$ cat src/rtl/cofi_ctrl.sv
// cofi_ctrl: measures the active line width of incoming video and decides,
// once per frame at the rising edge of vertical blank, whether the
// horizontal colour-blend stage is enabled.
module cofi_ctrl #(
    parameter int unsigned WIDTH_BITS    = 11,
    parameter int unsigned LOWRES_THRESH = 400,
    parameter int unsigned STABLE_FRAMES = 2
) (
    input  logic                  clk,
    input  logic                  reset_n,
    input  logic                  pix_ce,
    input  logic                  hblank,
    input  logic                  vblank,
    input  logic [1:0]            cfg_mode,
    output logic                  cofi_enable,
    output logic [WIDTH_BITS-1:0] active_width,
    output logic                  width_valid,
    output logic                  lowres
);

    typedef enum logic [1:0] {
        S_SYNC    = 2'd0,
        S_MEASURE = 2'd1,
        S_COMMIT  = 2'd2
    } state_t;

    state_t                state;
    logic                  hblank_d;
    logic                  vblank_d;
    logic                  hrise;
    logic                  vrise;
    logic [WIDTH_BITS-1:0] line_cnt;
    logic [WIDTH_BITS-1:0] line_max;
    logic [WIDTH_BITS-1:0] frame_w;
    logic [WIDTH_BITS-1:0] prev_w;
    logic [2:0]            stable;
    logic [2:0]            s_next;
    logic                  w_zero;
    logic                  w_low;
    logic                  s_ok;

    assign hrise = hblank & ~hblank_d;
    assign vrise = vblank & ~vblank_d;

    // Delayed blanking signals for edge detection.
    always_ff @(posedge clk or negedge reset_n) begin
        if (!reset_n) begin
            hblank_d <= 1'b0;
            vblank_d <= 1'b0;
        end else begin
            hblank_d <= hblank;
            vblank_d <= vblank;
        end
    end

    // Per-line pixel count and per-frame maximum line width.
    // The line_max clear on vrise is done here for both S_SYNC and S_MEASURE;
    // vrise cannot occur in S_COMMIT, so it is state independent.
    always_ff @(posedge clk or negedge reset_n) begin
        if (!reset_n) begin
            line_cnt <= '0;
            line_max <= '0;
        end else if (vblank) begin
            line_cnt <= '0;
            if (vrise) begin
                line_max <= '0;
            end
        end else if (hrise) begin
            if (line_cnt > line_max) begin
                line_max <= line_cnt;
            end
            line_cnt <= '0;
        end else if (pix_ce && !hblank && (line_cnt != '1)) begin
            line_cnt <= line_cnt + 1'b1;
        end
    end

    // Commit-time helpers: next stability count and width classification.
    always_comb begin
        w_zero = (frame_w == '0);
        w_low  = (32'(frame_w) < LOWRES_THRESH);
        s_next = 3'd0;
        if (!w_zero) begin
            if (frame_w == prev_w) begin
                s_next = (stable == 3'd7) ? 3'd7 : stable + 3'd1;
            end else begin
                s_next = 3'd1;
            end
        end
        s_ok = (32'(s_next) >= STABLE_FRAMES);
    end

    // Frame state machine with registered outputs.
    always_ff @(posedge clk or negedge reset_n) begin
        if (!reset_n) begin
            state        <= S_SYNC;
            frame_w      <= '0;
            prev_w       <= '0;
            stable       <= '0;
            cofi_enable  <= 1'b0;
            active_width <= '0;
            width_valid  <= 1'b0;
            lowres       <= 1'b0;
        end else begin
            case (state)
                S_SYNC: begin
                    if (vrise) begin
                        state <= S_MEASURE;
                    end
                end
                S_MEASURE: begin
                    if (vrise) begin
                        frame_w <= line_max;
                        state   <= S_COMMIT;
                    end
                end
                S_COMMIT: begin
                    stable       <= s_next;
                    width_valid  <= ~w_zero;
                    prev_w       <= frame_w;
                    active_width <= frame_w;
                    lowres       <= ~w_zero & w_low;
                    case (cfg_mode)
                        2'b01: cofi_enable <= 1'b1;
                        2'b10: begin
                            if (s_ok && !w_zero) begin
                                cofi_enable <= w_low;
                            end
                        end
                        default: cofi_enable <= 1'b0;
                    endcase
                    state <= S_MEASURE;
                end
                default: state <= S_SYNC;
            endcase
        end
    end

endmodule

$ cat config.mk
export PLATFORM = sky130hd
export DESIGN_NAME = cofi_ctrl
export DESIGN_NICKNAME = d
export VERILOG_FILES = /design/src/rtl/cofi_ctrl.sv
export SDC_FILE = /design/constraint.sdc
export NUM_CORES = 1
export LEC_CHECK = 0
export ABC_AREA = 1
export CAP_MARGIN = 20
export CORE_MARGIN = 1
export CORE_UTILIZATION = 60
export CTS_CLUSTER_DIAMETER = 30
export DETAILED_ROUTE_END_ITERATION = 16
export PLACE_DENSITY_LB_ADDON = 0.2
export SYNTH_ARGS = -nofsm -noshare
export SYNTH_HDL_FRONTEND = slang
export SYNTH_SLANG_ARGS = --single-unit
export TNS_END_PERCENT = 30
$ cat constraint.sdc
create_clock -name clk -period 2.65 [get_ports clk]
set_clock_uncertainty 0.1 [all_clocks]
set_input_delay 0.53 -clock clk [delete_from_list [all_inputs] [get_ports clk]]
set_output_delay 0.53 -clock clk [all_outputs]
set_load 0.1 [all_outputs]
Word level (Yosys, flattened, before mapping) --
Index checks and enable logic that the tools add are counted.
Cells by class: add/subtract/negate cells 2, magnitude comparators 3, equality and inequality tests 11, muxes and demuxes 15, bitwise logic cells 6, reduce and logical (&&, ||, !) cells 14
Operator list (count):
- 11-bit 2-to-1 mux | 7
- 11-bit by 1-bit adder with 11-bit output (second input constant) | 1
- 11-bit == test | 1
- 11-bit > comparator | 1
- 11-bit zero test | 1
- 11-bit by 9-bit < comparator with 1-bit output (second input constant) | 1
- 11-bit inequality test (second input constant) | 1
- 3-bit 2-to-1 mux | 3
- 2-bit inequality test (second input constant) | 3
- 2-bit one-hot mux with 3 select lines | 1
- 2-bit AND reduction | 3
- 2-bit by 1-bit == test with 1-bit output (second input constant) | 2
- 2-bit == test (second input constant) | 2
- 2-bit 2-to-1 mux | 2
- 2-bit nonzero test | 2
- 3-bit by 1-bit adder with 3-bit output (second input constant) | 1
- 1-bit bitwise AND | 3
- 3-bit == test (second input constant) | 1
- 3-bit by 2-bit >= comparator with 1-bit output (second input constant) | 1
- 1-bit logical AND | 3
- 1-bit inverter | 3
- 3-bit AND reduction | 1
- 3-bit nonzero test | 1
- 1-bit zero test | 2
- other kinds (4) | 4
Word-level totals: bits in registers 54, output and inout port bits 14

Logic depth before layout (Yosys ltp) --
Gate-level depths: netlist (run 1).
depth in word-level cells 8, mapped depth 14, depth with buffers taken out 13

Worst setup path before layout (run 1) --
Ideal clock, no wire load.
path kind register to register, from register prev_w[0], to register cofi_enable, arrival 1.715 ns, required time 2.429 ns, setup slack 0.715 ns, stages on the path, launching flop included 11, period minus slack after synthesis 1.935 ns, path through dfrtp_1 -> inv_1 -> nand2_1 -> nand2_1 -> nor2_1 -> nand2_1 -> nor2_1 -> and2_1 -> nand2_1 -> nand3_1 -> nand2_1
On the way: longest elaborated chain between the ends 7
RTL lines:
- start: declaration | line 35 | logic [WIDTH_BITS-1:0] prev_w;
- start signal: assignment | line 120 | prev_w <= frame_w;
- 11-bit == test | line 84 | if (frame_w == prev_w) begin
- 3-bit 2-to-1 mux | line 84
- 3-bit 2-to-1 mux | line 83 | if (!w_zero) begin
- 3-bit by 2-bit >= comparator with 1-bit output | line 90 | s_ok = (32'(s_next) >= STABLE_FRAMES);
- 1-bit logical AND | line 126 | if (s_ok && !w_zero) begin
- 2-bit inequality test (no line)
- 2-bit AND reduction (no line)
- end signal: assignment | line 127 | cofi_enable <= w_low;
- end: declaration | line 15 | output logic cofi_enable,
No other way between the ends. A chain may end at the register's enable or synchronous reset.

Worst setup path after layout (run 1) --
from register line_cnt[10], to register line_max[3]
On the way: longest elaborated chain between the ends 3
RTL lines:
- start: declaration | line 32 | logic [WIDTH_BITS-1:0] line_cnt;
- start signal: assignment | line 74 | line_cnt <= line_cnt + 1'b1;
- 11-bit > comparator | line 69 | if (line_cnt > line_max) begin
- 2-bit nonzero test (no line)
- 3-bit AND reduction (no line)
- end signal: assignment | line 70 | line_max <= line_cnt;
- end: declaration | line 33 | logic [WIDTH_BITS-1:0] line_max;
No other way between the ends.

==> reports/metrics.csv, run 1 <==
stage,metric,value,unit
setup_path,R2R depth,12,
timing,Slew Limit Headroom,0.613,
route,total vias in the final route,2276,
clock_network,"Setup Fix Bufs, Post-CTS",0,
route,vias per cell,5.20,
run,Max-cap violations,0,
clock_network,cts-stage hold buffer count,0,
grt,total gr overflow,0,
placed_design,placed cells,430,
timing,f_max,490,MHz
grt,initial antenna violation count,0,
clock_network,Max H-tree Level,2,
placed_design,routability cong.,0.848,
cells_and_area,FILL cells,355,
outcome,failing checks,DRC,
timing,RSZ-0062 raised after global routing,false,
logic_synthesis,unique cell type count in the Yosys netlist,29,
pwr,P_leak,1.64,nW
setup_path,"CP delay by family, top",simple AND/OR/NAND/NOR gates,
route,1st-pass router iterations,10,
grt,number of global-route vias before repair,2156,
floorplan,Std-Cell Rows,24,
route,"antenna viol nets, final",0,
grt,global-route wire length before repair,9.47,mm
logic_synthesis,share of the synthesized area in the top cell type,0.470,
logic_synthesis,Synth Instances,362,
timing,WHS,0.0279,ns
floorplan,Die W,71.2,um
setup_path,reg2reg start,line_cnt[10]$_DFFE_PN0P_,
grt,pin count of the biggest net entering global routing,28,
timing,Fin. Hold Viols,0,
cells_and_area,Non-Filler Instances,438,
setup_path,Worst Setup End Kind,register,
floorplan,Die Area,5080,um^2
timing,final worst path period need,2.04,ns
route,initial drt markers,91,
floorplan,die height,71.2,um
setup_path,maximum fanout along the worst path,12,
logic_synthesis,#FFs+latches synth,54,
clock_network,TritonCTS clock tree,built,
cells_and_area,synth-to-layout area growth,10.5,%
logic_synthesis,largest cells by area after synthesis,"dfrtp_1 47%, nand2_1 14%, ha_1 6.5%",
floorplan,I/O pins,21,
setup_path,crit path kind,register to register,
cells_and_area,layout cells sized above 1,0.122,
logic_synthesis,sequential-to-total area share from yosys stat,0.470,
clock_network,root buf cell,clkbuf_8,
timing,final setup TNS,0,ns
cells_and_area,ANT cells,0,
clock_network,clock buffer depth,2,
pwr,Power Density,596,nW/um^2
timing,Worst Max-Slew Pin Slew,0.579,ns
floorplan,core region area,4470,um^2
setup_path,slowest CP cell,dfrtp_1,
pwr,peak supply drop,304,uV
route,routed wire length,5.44,mm
clock_network,CTS Sinks,54,
logic_synthesis,Syn Area/Cell,7.95,um^2
placed_design,IO buf count,20,
outcome,status,finished with violations,
setup_path,largest stage delay on the critical path,0.44,ns
setup_path,CP Data Required Time,2.76,ns
timing,Final Setup Violations,0,
logic_synthesis,Mapped Area,2880,um^2
floorplan,Starting Density,0.643,
timing,Final Cycle Share,0.770,
route,Residual DRC,1,
route,Routed WL per cell,12.4,um
clock_network,post-CTS resize count,0,
logic_synthesis,post-synth top area cell,dfrtp_1,
setup_path,R2R Path End,line_max[3]$_DFFE_PN0P_,
timing,Max Transition Viols Final,0,
clock_network,CTS Buf Count,5,
clock_network,Skew-Pair Late Insertion Delay,0.31,ns
setup_path,Critical Path AT,2.15,ns
logic_synthesis,Synth Net Count,384,
cells_and_area,Final #Nets,407,
setup_path,CP Cell Sequence,ha_1 -> nand2_2 -> nor2_4 -> nand2_1 -> nor2_2 -> nand4_1 -> nand3_1 -> inv_1 -> nand2_2 -> inv_2 -> nand2_1 -> nand2_1,
clock_network,"Clk pin slew, worst setup/hold paths",0.09,ns
setup_path,WP buf/inv,2,
logic_synthesis,Ys Warns,0,
setup_path,flop-to-flop setup slack,0.61,ns
grt,gr usage total,0.241,
setup_path,"most used cell, CP",nand2_1,
hold_path,Hold Path Class,primary input to asynchronous set/reset pin,
placed_design,Post-DP HPWL,4.04,mm
setup_path,Worst Setup Start Kind,register,
[cell type report]
| class | count | area, um^2 | share of cell area |
|---|---|---|---|
| Clock inverter | 2 | 12.5 | 0.00394 |
| Sequential cell | 54 | 1350 | 0.425 |
| Clock buffer | 6 | 82.6 | 0.0260 |
| Timing Repair Buffer | 23 | 183 | 0.0575 |
| Inverter | 54 | 205 | 0.0646 |
| Tap cell | 52 | 65.1 | 0.0205 |
| Multi-Input combinational cell | 247 | 1280 | 0.402 |
[cells in the final DEF, fill, tap and decap left out]
master             n
inv_4              1
dfrtp_1           54
nand2_1          110
nor2_2             3
ha_1              15
nand4_2            1
nand4_1            2
nor3_2             2
nor2_1            25
o21ai_0           29
nor2_4             1
clkinvlp_4         1
nand2_2            6
and2_1             1
xnor2_1            5
nor4_2             1
inv_1             50
o211ai_1           1
a31oi_1            1
nor3b_2            2
a22o_1             1
o21a_1             1
a21oi_1           15
nor3_1             2
nand3_1           21
clkdlybuf4s50_1    5
o21bai_1           1
nand2_4            1
buf_2              1
buf_4             17
clkbuf_8           6
clkinv_2           1
inv_2              3
[state kept, by name, indices dropped and copies added, names as in the netlist, 2 cells and up]
name      flops
frame_w      11
line_cnt     11
line_max     11
prev_w       11
stable        3
state         2
[worst register-to-register path, cell delays in order, from the launching register on]
cell	delay (ns)
dfrtp_1	0.44
ha_1	0.33
nand2_2	0.08
nor2_4	0.09
nand2_1	0.06
nor2_2	0.10
nand4_1	0.09
nand3_1	0.07
inv_1	0.05
nand2_2	0.20
inv_2	0.16
nand2_1	0.10
nand2_1	0.06
[logic make-up (layout without fill, tap and decap cells)]
kind of cell,after synthesis,after routing,synth area share
compound gates,49,49,0.0896
simple gates,178,178,0.274
fa+ha+maj,15,15,0.0652
xor+xnor,5,5,0.0152
flops,54,54,0.470
buf+inv,61,85,0.0857
[power by group]
| part | switching (mW) | internal (mW) |
|---|---|---|
| sequential | 0.0375 | 0.877 |
| clock | 0.268 | 0.210 |
| combinational | 0.384 | 0.117 |
| total | 0.690 | 1.20 |
[worst max path at each step]
stage	start	endpoint	slack (ns)	cells past startpoint
6_report	line_cnt[10]$_DFFE_PN0P_	line_max[3]$_DFFE_PN0P_	0.61	12
5_1_grt	line_cnt[10]$_DFFE_PN0P_	line_max[3]$_DFFE_PN0P_	0.48	12
4_1_cts	line_cnt[10]$_DFFE_PN0P_	line_max[3]$_DFFE_PN0P_	0.59	12
3_5_place_dp	hblank	line_cnt[6]$_DFFE_PN0P_	0.50	6
3_3_place_gp	hblank	line_cnt[5]$_DFFE_PN0P_	0.57	6
2_1_floorplan	prev_w[0]$_DFFE_PN0P_	cofi_enable$_DFFE_PN0P_	0.71	10
[metrics by stage]
stage	setup WS (ns)	total power [mW]	instance area (um^2)	utilization
detailed placement	0.504	1.43	3080	0.689
finish	0.609	1.89	3180	0.710
floorplan	0.715	1.31	2880	-
global route	0.478	1.98	3180	0.710
CTS	0.587	1.91	3180	0.710
global placement	0.565	1.42	3080	0.689
[layer usage]
metal  global-route usage  wire [um]  up-vias
met4                0.118        144        0
li1                     -          -     1185
met5                    0          0        -
met1                0.298       2480     1044
met2                0.404       2670       33
met3               0.0492        148       14
[cell usage after synthesis, drive strengths merged]
library cell	count
nand2	117
dfrtp	54
inv	54
nor2	29
o21ai	29
nand3	21
a21oi	15
ha	15
clkbuf	5
xnor2	5
nor3	4
nand4	3
buf	2
nor3b	2
a22o	1
a31oi	1
and2	1
nor4	1
o211ai	1
o21a	1
o21bai	1
No activity file was read; power rests on OpenSTA's default activity.
==> inputs of run 2 (changes only) <==
- CORE_UTILIZATION: 60 -> 53
- clock period: 2.65 -> 1.78 ns (I/O delays scaled with it)
==> run 2 against run 1 <==
The flow finishes with violations (setup timing). Clock-buffer cell count increased by 1. Power grew 57%. Final area is 14% higher. Highest routed layer unchanged. Fmax grew 7.8%. Cell count up 7.3%. Register-to-register slack lost 0.72 ns.
==> reports/metrics.csv, run 2 (synthesis gave the netlist of run 1 again) <==
stage,metric,value,unit
placed_design,IO buf count,20,
pwr,peak supply drop,579,uV
timing,Worst Max-Slew Pin Slew,0.565,ns
setup_path,crit path kind,register to register,
timing,Final Setup Violations,11,
setup_path,CP Data Required Time,1.93,ns
clock_network,root buf cell,clkbuf_8,
route,initial drt markers,124,
floorplan,Die Area,5730,um^2
grt,global-route wire length before repair,9.76,mm
setup_path,Critical Path AT,2.05,ns
timing,Slew Limit Headroom,0.622,
outcome,status,finished with violations,
timing,Fin. Hold Viols,0,
route,"antenna viol nets, final",0,
floorplan,die height,75.7,um
floorplan,Die W,75.7,um
floorplan,Starting Density,0.556,
clock_network,TritonCTS clock tree,built,
route,vias per cell,4.99,
floorplan,Std-Cell Rows,26,
pwr,Power Density,819,nW/um^2
grt,met1 usage,0.287,
grt,Top Usage Layer GRT,met2,
grt,total gr overflow,0,
setup_path,maximum fanout along the worst path,5,
grt,number of global-route vias before repair,2229,
cells_and_area,Post-Layout Inst Area,3630,um^2
placed_design,routability cong.,0.903,
route,Routed WL per cell,12.3,um
timing,final worst path period need,1.89,ns
placed_design,Post-DP HPWL,4.30,mm
route,routed wire length,5.78,mm
timing,Max Transition Viols Final,0,
run,Max-cap violations,0,
grt,pin count of the biggest net entering global routing,40,
timing,RSZ-0062 raised after global routing,true,
cells_and_area,synth-to-layout area growth,26.4,%
grt,GR Layer Usage met2,0.398,
timing,f_max,528,MHz
setup_path,Worst Setup End Kind,register,
clock_network,clock buffer depth,2,
route,Residual DRC,0,
grt,met3 GRT Util,0.0317,
clock_network,CTS Sinks,54,
cells_and_area,layout cells sized above 1,0.208,
floorplan,core region area,5170,um^2
hold_path,Hold Path Class,primary input to asynchronous set/reset pin,
cells_and_area,"commonest non-fill, non-tap cell in the layout",nand2_1,
pwr,P_leak,1.76,nW
placed_design,Post-DP Area,3410,um^2
cells_and_area,Final #Nets,421,
setup_path,Worst Setup Start Kind,register,
clock_network,"Clk pin slew, worst setup/hold paths",0.09,ns
route,1st-pass router iterations,4,
route,total vias in the final route,2345,
cells_and_area,FILL cells,398,
outcome,failing checks,setup timing,
grt,initial antenna violation count,0,
clock_network,Max H-tree Level,2,
timing,worst setup slack after layout,-0.113,ns
clock_network,CTS Buf Count,5,
timing,Final Cycle Share,1.06,
cells_and_area,"commonest non-fill, non-tap cells in the layout","110 x nand2_1, 47 x inv_1, 42 x dfrtp_1",
floorplan,I/O pins,21,
grt,gr usage total,0.227,
clock_network,Skew-Pair Late Insertion Delay,0.31,ns
cells_and_area,ANT cells,0,
placed_design,pre-CTS WS,-0.197,ns
-- run 2: layer usage --
metal  share of wire  up-vias  wire length (um)
li1                -     1214                 -
met1            0.46     1092              2630
met3           0.024        9               139
met5               0        -                 0
met4           0.020        0               118
met2            0.50       30              2890
-- run 2: repair_timing --
action	CTS	global route
setup endpoints to repair	11	18
hold buffers	1	0
gates resized for setup	4	13
pin swaps	0	11
gates cloned	0	1
buffers inserted	0	1
endpoints found under the hold margin	15	0
-- run 2: worst paths after layout --
path	end	from	depth (start not counted)	slack, ns
max reg2reg	line_max[1]$_DFFE_PN0P_	line_cnt[10]$_DFFE_PN0P_	12	-0.11
max	line_max[1]$_DFFE_PN0P_	line_cnt[10]$_DFFE_PN0P_	12	-0.11
min	prev_w[1]$_DFFE_PN0P_	reset_n	2	0.39
min in group clk	state[0]$_DFFE_PN0P_	state[0]$_DFFE_PN0P_	1	0.39
min reg2reg	state[0]$_DFFE_PN0P_	state[0]$_DFFE_PN0P_	1	0.39
max in group asynchronous	prev_w[10]$_DFFE_PN0P_	reset_n	3	0.65
-- run 2: stage by stage --
stage	cells	power, mW	hold slack, ns	util	setup TNS [ns]
final	470	2.98	0.390	0.703	-1.13
after global routing	470	3.11	0.429	0.703	-2.37
after CTS	468	2.99	0.397	0.685	-0.575
after detailed placement	459	2.29	0.200	0.660	-1.90
after global placement	459	2.28	0.199	0.660	-0.866
after floorplan	362	1.95	-0.0396	-	0
-- run 2: cell type report --
| cell class | instances | area [um^2] | share of cell area |
|---|---|---|---|
| inverters | 54 | 208 | 0.0571 |
| flip-flops and latches | 54 | 1370 | 0.376 |
| multi-input cells | 247 | 1360 | 0.375 |
| repair buffers | 37 | 520 | 0.143 |
| well taps | 70 | 87.6 | 0.0241 |
| clock inverters | 1 | 5.00 | 0.00138 |
| clock buffers | 7 | 86.3 | 0.0238 |
-- run 2: report_power, final --
part	internal, mW	switching, mW	total, mW
Combinational	0.310	0.574	0.884
Sequential	1.31	0.0791	1.39
Clock	0.315	0.392	0.707
-- run 2: worst max-delay path: stages (launching register included) --
cell and delay, ns:
dfrtp_1 0.43, ha_4 0.30, nand2_4 0.05, nor2_4 0.10, nand2_1 0.06, nor2_2 0.14, nand4_1 0.13, nand3_2 0.10
inv_2 0.04, nand2_4 0.10, clkbuf_16 0.15, nand3_1 0.06, nand2_1 0.07
==> inputs of run 3 (changes only) <==
- ABC_AREA: 1 -> unset
- CORE_UTILIZATION: 53 -> 52
- SKIP_LAST_GASP: unset -> 1
==> run 3 against run 2 <==
The run still ends with setup timing left. Worst setup slack lost 0.39 ns. Die area shrank 3.0%. Combinational power grew 44%.
==> reports/metrics.csv, run 3 <==
stage,metric,value,unit
outcome,status,finished with violations,
outcome,failing checks,setup timing,
route,Routed WL per cell,14.1,um
timing,Final Cycle Share,1.28,
floorplan,die height,74.5,um
clock_network,CTS Sinks,54,
grt,number of global-route vias before repair,2148,
grt,global-route wire length before repair,9.79,mm
route,total vias in the final route,2156,
floorplan,core region area,5070,um^2
timing,final setup TNS,-5.71,ns
clock_network,root buf cell,clkbuf_8,
logic_synthesis,Post-synth EDFFs,0,
logic_synthesis,adder-cell share of the synthesized area,0.0686,
timing,f_max,438,MHz
logic_synthesis,largest family of logic cells by synthesized area,simple AND/OR/NAND/NOR gates,
cells_and_area,ANT cells,0,
setup_path,crit path kind,register to register,
hold_path,Hold Path Class,primary input to asynchronous set/reset pin,
route,1st-pass router iterations,5,
clock_network,Skew-Pair Late Insertion Delay,0.31,ns
clock_network,TritonCTS clock tree,built,
cells_and_area,"commonest non-fill, non-tap cells in the layout","53 x buf_4, 52 x nand2_1, 47 x dfrtp_1",
run,Max-cap violations,0,
timing,Slew Limit Headroom,0.696,
logic_synthesis,post-synth top area cell,dfrtp_1,
grt,pin count of the biggest net entering global routing,41,
logic_synthesis,Synth Net Count,292,
placed_design,placed cells,407,
logic_synthesis,most numerous cell in the Yosys netlist,dfrtp_1,
route,"antenna viol nets, final",0,
clock_network,CTS Buf Count,5,
timing,final worst path period need,2.28,ns
logic_synthesis,largest cells by area after synthesis,"dfrtp_1 49%, nand2_1 7.1%, ha_1 6.9%",
setup_path,Worst Setup End Kind,register,
floorplan,Die Area,5550,um^2
setup_path,Critical Path AT,2.40,ns
logic_synthesis,Mapped Area,2740,um^2
setup_path,CP Cell Sequence,ha_4 -> nand3_2 -> or2_4 -> a21oi_2 -> o21ai_2 -> a2111oi_4 -> buf_4 -> buf_12 -> mux2i_1,
cells_and_area,FILL cells,368,
timing,Max Transition Viols Final,0,
logic_synthesis,fraction of registers with async set/reset,1.00,
route,initial drt markers,88,
logic_synthesis,Ys Warns,0,
setup_path,CP Data Required Time,1.90,ns
timing,RSZ-0062 raised after global routing,true,
cells_and_area,layout cells sized above 1,0.305,
floorplan,Starting Density,0.539,
grt,gr usage total,0.235,
clock_network,Max H-tree Level,2,
logic_synthesis,Synth top cells by count,"54 x dfrtp_1, 52 x nand2_1, 24 x inv_1, 20 x xnor2_1",
logic_synthesis,unique cell type count in the Yosys netlist,38,
grt,total gr overflow,0,
placed_design,routability cong.,0.749,
placed_design,IO buf count,20,
clock_network,"Clk pin slew, worst setup/hold paths",0.09,ns
timing,Fin. Hold Viols,0,
logic_synthesis,Syn Area/Cell,10.1,um^2
timing,worst setup slack after layout,-0.504,ns
cells_and_area,"commonest non-fill, non-tap cell in the layout",buf_4,
logic_synthesis,mux cell area share after synthesis,0.0855,
grt,initial antenna violation count,0,
logic_synthesis,sequential-to-total area share from yosys stat,0.494,
logic_synthesis,Main synth FF type,dfrtp_1,
floorplan,Die W,74.5,um
logic_synthesis,share of the synthesized area in the top cell type,0.494,
cells_and_area,area of the multi-input gates,1310,um^2
placed_design,Post-DP HPWL,4.21,mm
cells_and_area,Non-Filler Instances,418,
timing,Final Setup Violations,17,
route,routed wire length,5.88,mm
setup_path,slowest CP cell,dfrtp_1,
cells_and_area,Post-Layout Inst Area,3760,um^2
placed_design,Post-DP Area,3560,um^2
logic_synthesis,Synth Area in Compound Gates,0.0769,
pwr,peak supply drop,709,uV
setup_path,WP buf/inv,2,
pwr,Power Density,936,nW/um^2
logic_synthesis,Post-Synth Simple-Gate Area,0.165,
logic_synthesis,Synth Instances,270,
logic_synthesis,#FFs+latches synth,54,
route,vias per cell,5.16,
pwr,overall power,3.52,mW
setup_path,largest stage delay on the critical path,0.43,ns
logic_synthesis,Synth Area in XOR/XNOR,0.0640,
route,Residual DRC,0,
pwr,P_leak,1.76,nW
cells_and_area,synth-to-layout area growth,37.6,%
floorplan,Std-Cell Rows,26,
clock_network,clock buffer depth,2,
setup_path,"CP delay by family, top",compound AO/OA/AOI/OAI gates,
timing,Worst Max-Slew Pin Slew,0.456,ns
setup_path,maximum fanout along the worst path,6,
cells_and_area,Reg area,1360,um^2
floorplan,I/O pins,21,
setup_path,Worst Setup Start Kind,register,
cells_and_area,Final #Nets,369,
==> run 3: cell count changes in the layout (fill, tap and decap cells not counted), sizes merged, moves of 4 or more <==
cell	before	now
xnor2	5	20
nand2	117	52
buf	30	70
a21oi	15	10
nor2b	0	5
mux2i	0	11
mux2	0	11
o21ai	29	5
nand2b	0	4
nand3	21	6
inv	54	24
nor2	29	15
==> run 3: kinds of logic (layout without fill, tap and decap cells) <==
| logic type | Yosys count | count (layout) |
|---|---|---|
| compound gates | 29 | 29 |
| xor+xnor | 20 | 20 |
| fa+ha+maj | 15 | 15 |
| buf+inv | 31 | 109 |
| flops | 54 | 54 |
| mux | 22 | 22 |
| simple gates | 99 | 99 |
==> run 3: power breakdown <==
part / switching [mW] / leakage, nW / total, mW / internal (mW)
Combinational: 0.765 / 0.979 / 1.27 / 0.506
Clock: 0.390 / 0.0524 / 0.812 / 0.422
Sequential: 0.109 / 0.733 / 1.44 / 1.33
==> run 3: repair_timing <==
item / in CTS / in global routing
resized for setup: 0 / 8
hold buffers: 1 / 0
gates cloned: 0 / 1
buffers inserted: 0 / 1
pin swaps: 0 / 6
endpoints found under the hold margin: 14 / 0
setup endpoints to repair: 18 / 26
==> run 3: per-layer routing <==
| metal | vias to the layer above | global-route usage | routed length (um) |
|---|---|---|---|
| li1 | 1058 | - | - |
| met1 | 1047 | 0.304 | 2660 |
| met2 | 39 | 0.404 | 2980 |
| met3 | 12 | 0.0420 | 152 |
| met4 | 0 | 0.0692 | 85 |
| met5 | - | 0 | 0 |
==> run 3: worst paths after layout <==
kind | endpoint | depth (start not counted) | start | slack (ns)
max | line_max[9]$_DFFE_PN0P_ | 9 | line_cnt[7]$_DFFE_PN0P_ | -0.50
min | stable[0]$_DFFE_PN0P_ | 2 | reset_n | 0.38
max reg2reg | line_max[9]$_DFFE_PN0P_ | 9 | line_cnt[7]$_DFFE_PN0P_ | -0.50
min reg2reg | stable[1]$_DFFE_PN0P_ | 2 | stable[1]$_DFFE_PN0P_ | 0.41
max in group asynchronous | line_cnt[10]$_DFFE_PN0P_ | 3 | reset_n | 0.65
min in group clk | stable[1]$_DFFE_PN0P_ | 2 | stable[1]$_DFFE_PN0P_ | 0.41
==> run 3: cell type report <==
cell class / instances / area share
Sequential cell: 54 / 0.361
Multi-Input combinational cell: 185 / 0.348
Timing Repair Buffer: 77 / 0.215
Inverter: 24 / 0.0239
Tap cell: 70 / 0.0233
Clock buffer: 7 / 0.0203
Clock inverter: 1 / 0.00798
==> run 3: metrics by stage <==
step	util	setup WS [ns]	hold WS, ns
finish	0.742	-0.504	0.384
detailed placement	0.702	-0.426	0.197
global placement	0.702	-0.300	0.186
floorplan	-	-0.324	-0.0396
global route	0.742	-0.605	0.416
CTS	0.725	-0.459	0.389
